`config.mk`:
```
export PLATFORM = sky130hd
export DESIGN_NAME = hatch_seq
export DESIGN_NICKNAME = d
export VERILOG_FILES = /design/src/rtl/hatch_seq.sv
export SDC_FILE = /design/constraint.sdc
export NUM_CORES = 1
export LEC_CHECK = 0
export ABC_AREA = 1
export CELL_PAD_IN_SITES_DETAIL_PLACEMENT = 0
export CELL_PAD_IN_SITES_GLOBAL_PLACEMENT = 2
export CORE_MARGIN = 1.5
export CORE_UTILIZATION = 39
export CTS_CLUSTER_DIAMETER = 200
export DETAILED_ROUTE_END_ITERATION = 8
export PLACE_DENSITY_LB_ADDON = 0.1
export SLEW_MARGIN = 25
export SYNTH_ARGS = -nofsm -noshare
export SYNTH_HDL_FRONTEND = slang
export SYNTH_SLANG_ARGS = --single-unit
```
`constraint.sdc`:
```
create_clock -name clk -period 3.5 [get_ports clk]
set_input_delay 1.05 -clock clk [delete_from_list [all_inputs] [get_ports clk]]
set_output_delay 1.05 -clock clk [all_outputs]
set_load 0.03 [all_outputs]
```
`src/rtl/hatch_seq.sv`:
```
// Incubation sequencer for the 8x8 dot-matrix frame interface.
// It debounces the start key and the warm switch, times each stage in 1 s ticks and steps the frame index.
module hatch_seq #(
  parameter int CLK_HZ     = 1000,
  parameter int DEB_CYC    = 20,
  parameter int STAGE_SEC  = 5,
  parameter int FAIL_SEC   = 3,
  parameter int LAST_FRAME = 11
) (
  input  logic       clk,
  input  logic       rst_n,
  input  logic       key_start,
  input  logic       key_temp,
  output logic [3:0] num,
  output logic       st,
  output logic       temp,
  output logic       done,
  output logic       fail
);

  localparam int PW = (CLK_HZ    > 1) ? $clog2(CLK_HZ)    : 1;
  localparam int DW = (DEB_CYC   > 1) ? $clog2(DEB_CYC)   : 1;
  localparam int SW = (STAGE_SEC > 1) ? $clog2(STAGE_SEC) : 1;
  localparam int CW = (FAIL_SEC  > 1) ? $clog2(FAIL_SEC)  : 1;

  typedef enum logic [2:0] {
    S_IDLE  = 3'd0,
    S_RUN   = 3'd1,
    S_PAUSE = 3'd2,
    S_DONE  = 3'd3,
    S_FAIL  = 3'd4
  } state_t;

  // bit 0 = start key, bit 1 = warm switch
  logic [1:0]    raw_s;
  logic [1:0]    meta_r;
  logic [1:0]    sync_r;
  logic [1:0]    deb_r;
  logic [DW-1:0] deb_cnt_r [2];
  logic          start_prev_r;
  logic          start_pulse_s;
  logic          warm_s;
  logic          tick_s;

  state_t        state_r,  state_s;
  logic [PW-1:0] presc_r,  presc_s, presc_step_s;
  logic [SW-1:0] sec_r,    sec_s;
  logic [CW-1:0] cold_r,   cold_s;
  logic [3:0]    num_r,    num_s, num_inc_s;
  logic          st_r,     st_s;
  logic          temp_r,   temp_s;
  logic          done_r,   done_s;
  logic          fail_r,   fail_s;

  assign raw_s = {key_temp, key_start};

  // Two-flop synchroniser for both raw inputs
  always_ff @(posedge clk or negedge rst_n) begin
    if (!rst_n) begin
      meta_r <= 2'b00;
      sync_r <= 2'b00;
    end else begin
      meta_r <= raw_s;
      sync_r <= meta_r;
    end
  end

  // Debouncers: a new level is accepted only after DEB_CYC stable cycles
  always_ff @(posedge clk or negedge rst_n) begin
    if (!rst_n) begin
      deb_r <= 2'b00;
      for (int i = 0; i < 2; i++) deb_cnt_r[i] <= {DW{1'b0}};
    end else begin
      for (int i = 0; i < 2; i++) begin
        if (sync_r[i] == deb_r[i]) begin
          deb_cnt_r[i] <= {DW{1'b0}};
        end else if (deb_cnt_r[i] == DW'(DEB_CYC - 1)) begin
          deb_r[i]     <= sync_r[i];
          deb_cnt_r[i] <= {DW{1'b0}};
        end else begin
          deb_cnt_r[i] <= deb_cnt_r[i] + DW'(1);
        end
      end
    end
  end

  // Previous debounced start level for edge detection
  always_ff @(posedge clk or negedge rst_n) begin
    if (!rst_n) start_prev_r <= 1'b0;
    else        start_prev_r <= deb_r[0];
  end

  assign start_pulse_s = deb_r[0] & ~start_prev_r;
  assign warm_s        = deb_r[1];
  assign tick_s        = (presc_r == PW'(CLK_HZ - 1));
  assign presc_step_s  = tick_s ? {PW{1'b0}} : presc_r + PW'(1);
  assign num_inc_s     = num_r + 4'd1;

  // Next-state, counter and output-register logic
  always_comb begin
    state_s = state_r;
    presc_s = presc_r;
    sec_s   = sec_r;
    cold_s  = cold_r;
    num_s   = num_r;
    st_s    = st_r;
    temp_s  = temp_r;
    done_s  = 1'b0;
    fail_s  = 1'b0;

    case (state_r)
      S_IDLE: begin
        presc_s = {PW{1'b0}};
        sec_s   = {SW{1'b0}};
        cold_s  = {CW{1'b0}};
        num_s   = 4'd0;
        if (start_pulse_s) state_s = S_RUN;
        else               state_s = S_IDLE;
      end
      S_RUN: begin
        // The prescaler keeps running so a tick coinciding with a pause press is lost
        presc_s = presc_step_s;
        if (start_pulse_s) begin
          state_s = S_PAUSE;
        end else if (warm_s) begin
          cold_s = {CW{1'b0}};
          if (tick_s) begin
            if (sec_r == SW'(STAGE_SEC - 1)) begin
              sec_s = {SW{1'b0}};
              num_s = num_inc_s;
              if (num_inc_s == 4'(LAST_FRAME)) state_s = S_DONE;
              else                             state_s = S_RUN;
            end else begin
              sec_s = sec_r + SW'(1);
            end
          end else begin
            sec_s = sec_r;
          end
        end else begin
          if (tick_s) begin
            if (cold_r == CW'(FAIL_SEC - 1)) state_s = S_FAIL;
            else                             cold_s  = cold_r + CW'(1);
          end else begin
            cold_s = cold_r;
          end
        end
      end
      S_PAUSE: begin
        if (start_pulse_s) state_s = S_RUN;
        else               state_s = S_PAUSE;
      end
      S_DONE, S_FAIL: begin
        presc_s = presc_step_s;
        if (start_pulse_s) begin
          state_s = S_IDLE;
          num_s   = 4'd0;
        end else begin
          state_s = state_r;
        end
      end
      default: begin
        state_s = S_IDLE;
        num_s   = 4'd0;
      end
    endcase

    // Outputs are registered from the state being entered
    case (state_s)
      S_IDLE: begin
        st_s   = 1'b0;
        temp_s = 1'b0;
      end
      S_RUN, S_PAUSE: begin
        st_s   = 1'b1;
        temp_s = warm_s;
      end
      S_DONE: begin
        st_s   = 1'b1;
        temp_s = warm_s;
        done_s = 1'b1;
      end
      S_FAIL: begin
        temp_s = 1'b0;
        fail_s = 1'b1;
        if (state_r != S_FAIL) st_s = 1'b1;
        else if (tick_s)       st_s = ~st_r;
        else                   st_s = st_r;
      end
      default: begin
        st_s   = 1'b0;
        temp_s = 1'b0;
      end
    endcase
  end

  // FSM, counters and output registers
  always_ff @(posedge clk or negedge rst_n) begin
    if (!rst_n) begin
      state_r <= S_IDLE;
      presc_r <= {PW{1'b0}};
      sec_r   <= {SW{1'b0}};
      cold_r  <= {CW{1'b0}};
      num_r   <= 4'd0;
      st_r    <= 1'b0;
      temp_r  <= 1'b0;
      done_r  <= 1'b0;
      fail_r  <= 1'b0;
    end else begin
      state_r <= state_s;
      presc_r <= presc_s;
      sec_r   <= sec_s;
      cold_r  <= cold_s;
      num_r   <= num_s;
      st_r    <= st_s;
      temp_r  <= temp_s;
      done_r  <= done_s;
      fail_r  <= fail_s;
    end
  end

  assign num  = num_r;
  assign st   = st_r;
  assign temp = temp_r;
  assign done = done_r;
  assign fail = fail_r;

endmodule

```
==> After elaboration in Yosys (flattened, before gate mapping) <==
Index checks and enable logic that the tools add are counted.
{ "totals": {"regBits": 43} }
{ "op_classes": {"add_sub_neg": 6, "n_eq_ne": 25, "mux": 39, "bitwise_logic": 6, "reduce_logical": 11} }
{ "op_table": {"columns": ["operator", "count"], "rows": [
  ["3-bit two-way mux", 11],
  ["4-bit two-way mux", 5],
  ["5-bit two-way mux", 4],
  ["10-bit case mux with 2 select lines", 1],
  ["3-bit by 2-bit == test with 1-bit output (second input constant)", 4],
  ["2-bit two-way mux", 6],
  ["3-bit inequality test (second input constant)", 4],
  ["3-bit case mux with 4 select lines", 1],
  ["4-bit case mux with 3 select lines", 1],
  ["10-bit by 1-bit adder with 10-bit output (second input constant)", 1],
  ["5-bit by 1-bit adder with 5-bit output (second input constant)", 2],
  ["10-bit == test (second input constant)", 1],
  ["5-bit == test (second input constant)", 2],
  ["10-bit two-way mux", 1],
  ["2-bit inequality test (second input constant)", 5],
  ["3-bit == test (second input constant)", 3],
  ["4-bit AND reduction", 2],
  ["3-bit by 1-bit == test with 1-bit output (second input constant)", 2],
  ["1-bit two-way mux", 6],
  ["3-bit case mux with 2 select lines", 1],
  ["6-bit AND reduction", 1],
  ["3-bit OR reduction", 2],
  ["1-bit inverter", 5],
  ["4-bit by 1-bit adder with 4-bit output (second input constant)", 1],
  ["12 further kinds", 15]
]} }

==> Depth between registers and ports, before layout <==
{ "logic_depth": {"word_depth": 11, "ltp_mapped": 11, "depth_no_buf": 11} }

==> Worst setup path after synthesis <==
Ideal clock, no wire load.
{ "synth_path": {"path_type": "reg-to-output", "from": "register num_r[1] (netlist: num[1])", "to": "output port num[1]", "arrival_ns": 0.544, "slack_ns": 1.906, "path_stages_with_launch": 1, "path_buffers": 0, "path_cell_list": "dfrtp_1"} }
{ "synth_rtl": {"columns": ["element", "line_no", "text"], "rows": [
  ["start: declaration", "49", "logic [3:0] num_r, num_s, num_inc_s;"],
  ["start signal: assignment", "213", "num_r <= num_s;"],
  ["end: declaration", "14", "output logic [3:0] num,"]
]} }
No word-level cell between the ends.

==> Worst setup path in the final report <==
{ "layout_path": {"from": "register num_r[1] (netlist: num[1])", "to": "output port num[1]"} }
No word-level cell between the ends.

==> out/results.txt <==
Worst Slack Setup Final - 0.9983 ns
Mapped Area - 0.002175 sq mm
Post-Route Utilization - 45.92%
xor/xnor cell area share of the yosys netlist - 3.625%
Flop pwr share - 51.0%
Max Cap Viol - 0
WL met2 - 1707 um
synthesis-to-finish area growth - 14.84%
met1 wire length - 2041 um
Critical Path, Cell by Cell - clkdlybuf4s50_1
Routed Antenna Nets - 0
Layout Cells excl Fill - 341
WP data required - 2.45 ns
Max FO, Critical Path - 6
#FFs+latches synth - 43
Syn Nets - 263
via/cell ratio - 4.575
CTS tree - done
Site Rows - 27
largest net degree at the start of global routing - 44
Comb power frac - 3.0%
fin nets - 280
CP Buf/Inv Count - 1
Lkg Pwr - 1.124 nW
commonest cells in the netlist - dfrtp_1 (43), nand2_1 (43), inv_1 (35)
DRT iter0 DRCs - 59
die area - 0.006033 sq mm
Highest Signal Layer - met4
combinational family with the most area after synthesis - simple AND/OR/NAND/NOR gates
P_int - 800.2 uW
RSZ-0062 raised after global routing - no
run status - completed
Routability Congestion - 0.7155
Worst Setup Start Kind - flop
Largest stage delay, worst path - 0.70 ns
WS Path Type - reg -> out
top-area cell type share of the netlist area - 49.48%
initial antenna violation count - 0
Main synth FF type - dfrtp_1
skew final - 0.009309 ns
Post-Synthesis Cells - 251
CTS clk-pin slew, worst paths - 0.09 ns
GRT Overall Usage - 15.15%
die height - 77.67 um
I/O Buffers - 11
Initial Util - 39.98%
CP top delay family - buffers and inverters
most area-consuming cells after synthesis - dfrtp_1 (49%), nand2_1 (7.4%), inv_1 (6.0%), nor2_1 (5.4%), nand3_1 (5.1%)
Final period util - 71.48%
Max VDD drop - 0.2311 mV
Routed WL - 3932 um
Switching Fraction - 20.16%
Critical Path AT - 1.45 ns
Simple-Gate Fraction of Synth Area - 25.32%
Synth Area in Compound Gates - 9.436%
total gr overflow - 0
Clock Power Share - 46.0%
Filler cells - 536
Pwr Density - 401.3 mW/mm^2
Ant. Diodes - 0
boundary pin count - 12
Max Root-Sink Buffers - 2
syn avg cell area - 8.664 sq um
Clk Latency, worst-skew pair - 0.30 ns
Post-synth ARST share - 100.0%
FMAX - 399.7 MHz
Tightest Pin Transition - 0.5426 ns
DP Cell Count - 333
post-synthesis mux area share - 0%
CTS Root Cell - clkbuf_8
Max Slew Vio Count - 0
area of the core - 0.005439 sq mm
DRC - 0
post-synthesis adder-cell area fraction - 4.603%
DR WL/cell - 11.53 um
min Tclk post-route - 2.502 ns
Yosys warnings - 0
wire length on met3 - 110 um
Setup Buffers After CTS - 0
CP max-delay cell - clkdlybuf4s50_1
Resize count post-CTS - 0
vias - 1560
Num CTS Buffers - 5
first-pass GRT wire length - 7038 um
hold_buf cts - 0
Setup crit end kind - output pin
dpl hpwl - 2840 um
vias in the first global route - 1550
Slew Limit Headroom - 63.83%
setup violators final - 0
synth unique cells - 28
final hold violations - 0
Switch Pwr - 202.0 uW
die span in x - 77.67 um
total negative slack - 0 ns
worst slack at placement - 1.336 ns
drt pass-1 iters - 4
number of synthesized flops with an enable pin - 0
ratio of cells with drive above 1 in the final layout - 11.52%
Synth area leader - dfrtp_1
sequential share of the synthesized area - 49.48%
HP Class - reg -> reg
clk sink count - 43
# H-tree levels - 2
## placed cells by master, fill, tap and decap left out, types with 4 or more instances in the layout
master / count
xor2_1: 4
nor2_1: 31
ha_1: 8
o21ai_1: 5
nand3_1: 22
o21ai_0: 13
dfrtp_1: 43
a21oi_1: 14
inv_2: 4
xnor2_1: 5
clkbuf_8: 5
clkdlybuf4s50_1: 10
nand2_1: 43
inv_1: 35
## registers in the layout (all words and copies together) (netlist names)
register	count
sec_r	3
presc_r	10
sync_r	2
num	4
state_r	3
fail	1
meta_r	2
done	1
deb_cnt_r	10
cold_r	2
start_prev_r	1
st	1
deb_r	2
temp	1
## logic make-up after synthesis
kind of cell / count (synthesis)
flip-flops: 43
XOR/XNOR: 9
buffers and inverters: 41
AND/OR/NAND/NOR: 114
adder cells (fa/ha/maj): 8
AO/OA/AOI/OAI: 36
## path summary, 6_finish.rpt
check | startpoint | endpoint | slack (ns) | cells after the start
worst max-delay path | num[1] | num[1] | 1.0 | 1
worst min-delay path | meta_r[1] | sync_r[1] | 0.36 | 0
worst max register to register | presc_r[1] | st | 1.89 | 10
worst min register to register | meta_r[1] | sync_r[1] | 0.36 | 0
max in group asynchronous | rst_n | deb_r[0] | 2.40 | 1
min in group asynchronous | rst_n | num[2] | 0.73 | 1
## metrics by stage
stage	hold slack (ns)	total power [mW]	area [sq um]
detailed placement	0.3418	0.5522	2359
CTS	0.3626	1.023	2495
finish	0.3584	1.002	2497
global route	0.3744	1.045	2497
global placement	0.3340	0.5520	2359
floorplan	0.3312	0.5352	2175
## power groups by stage
stage                     registers (mW)  logic [mW]  clock network (mW)
after floorplan                    0.520      0.0154                   0
after global placement             0.521      0.0313                   0
after detailed placement           0.521      0.0314                   0
after CTS                          0.511      0.0315               0.481
after global routing               0.512      0.0374               0.495
final                              0.511      0.0303               0.461
## layout make-up
type / count / area (sq um) / share of cell area, %
multi-input cells: 167 / 934.6 / 37.42
clock buffers: 5 / 68.82 / 2.756
clock inverters: 3 / 67.56 / 2.705
repair buffers: 11 / 107.6 / 4.309
flip-flops and latches: 43 / 1076 / 43.09
inverters: 40 / 152.6 / 6.112
well taps: 72 / 90.09 / 3.607
## layer usage
layer	vias to the layer above	GRT usage, %
met5	-	0
met4	0	6.545
met3	6	3.529
met2	15	23.22
met1	704	20.41
li1	835	-
Power figures use the tool's default switching activity.
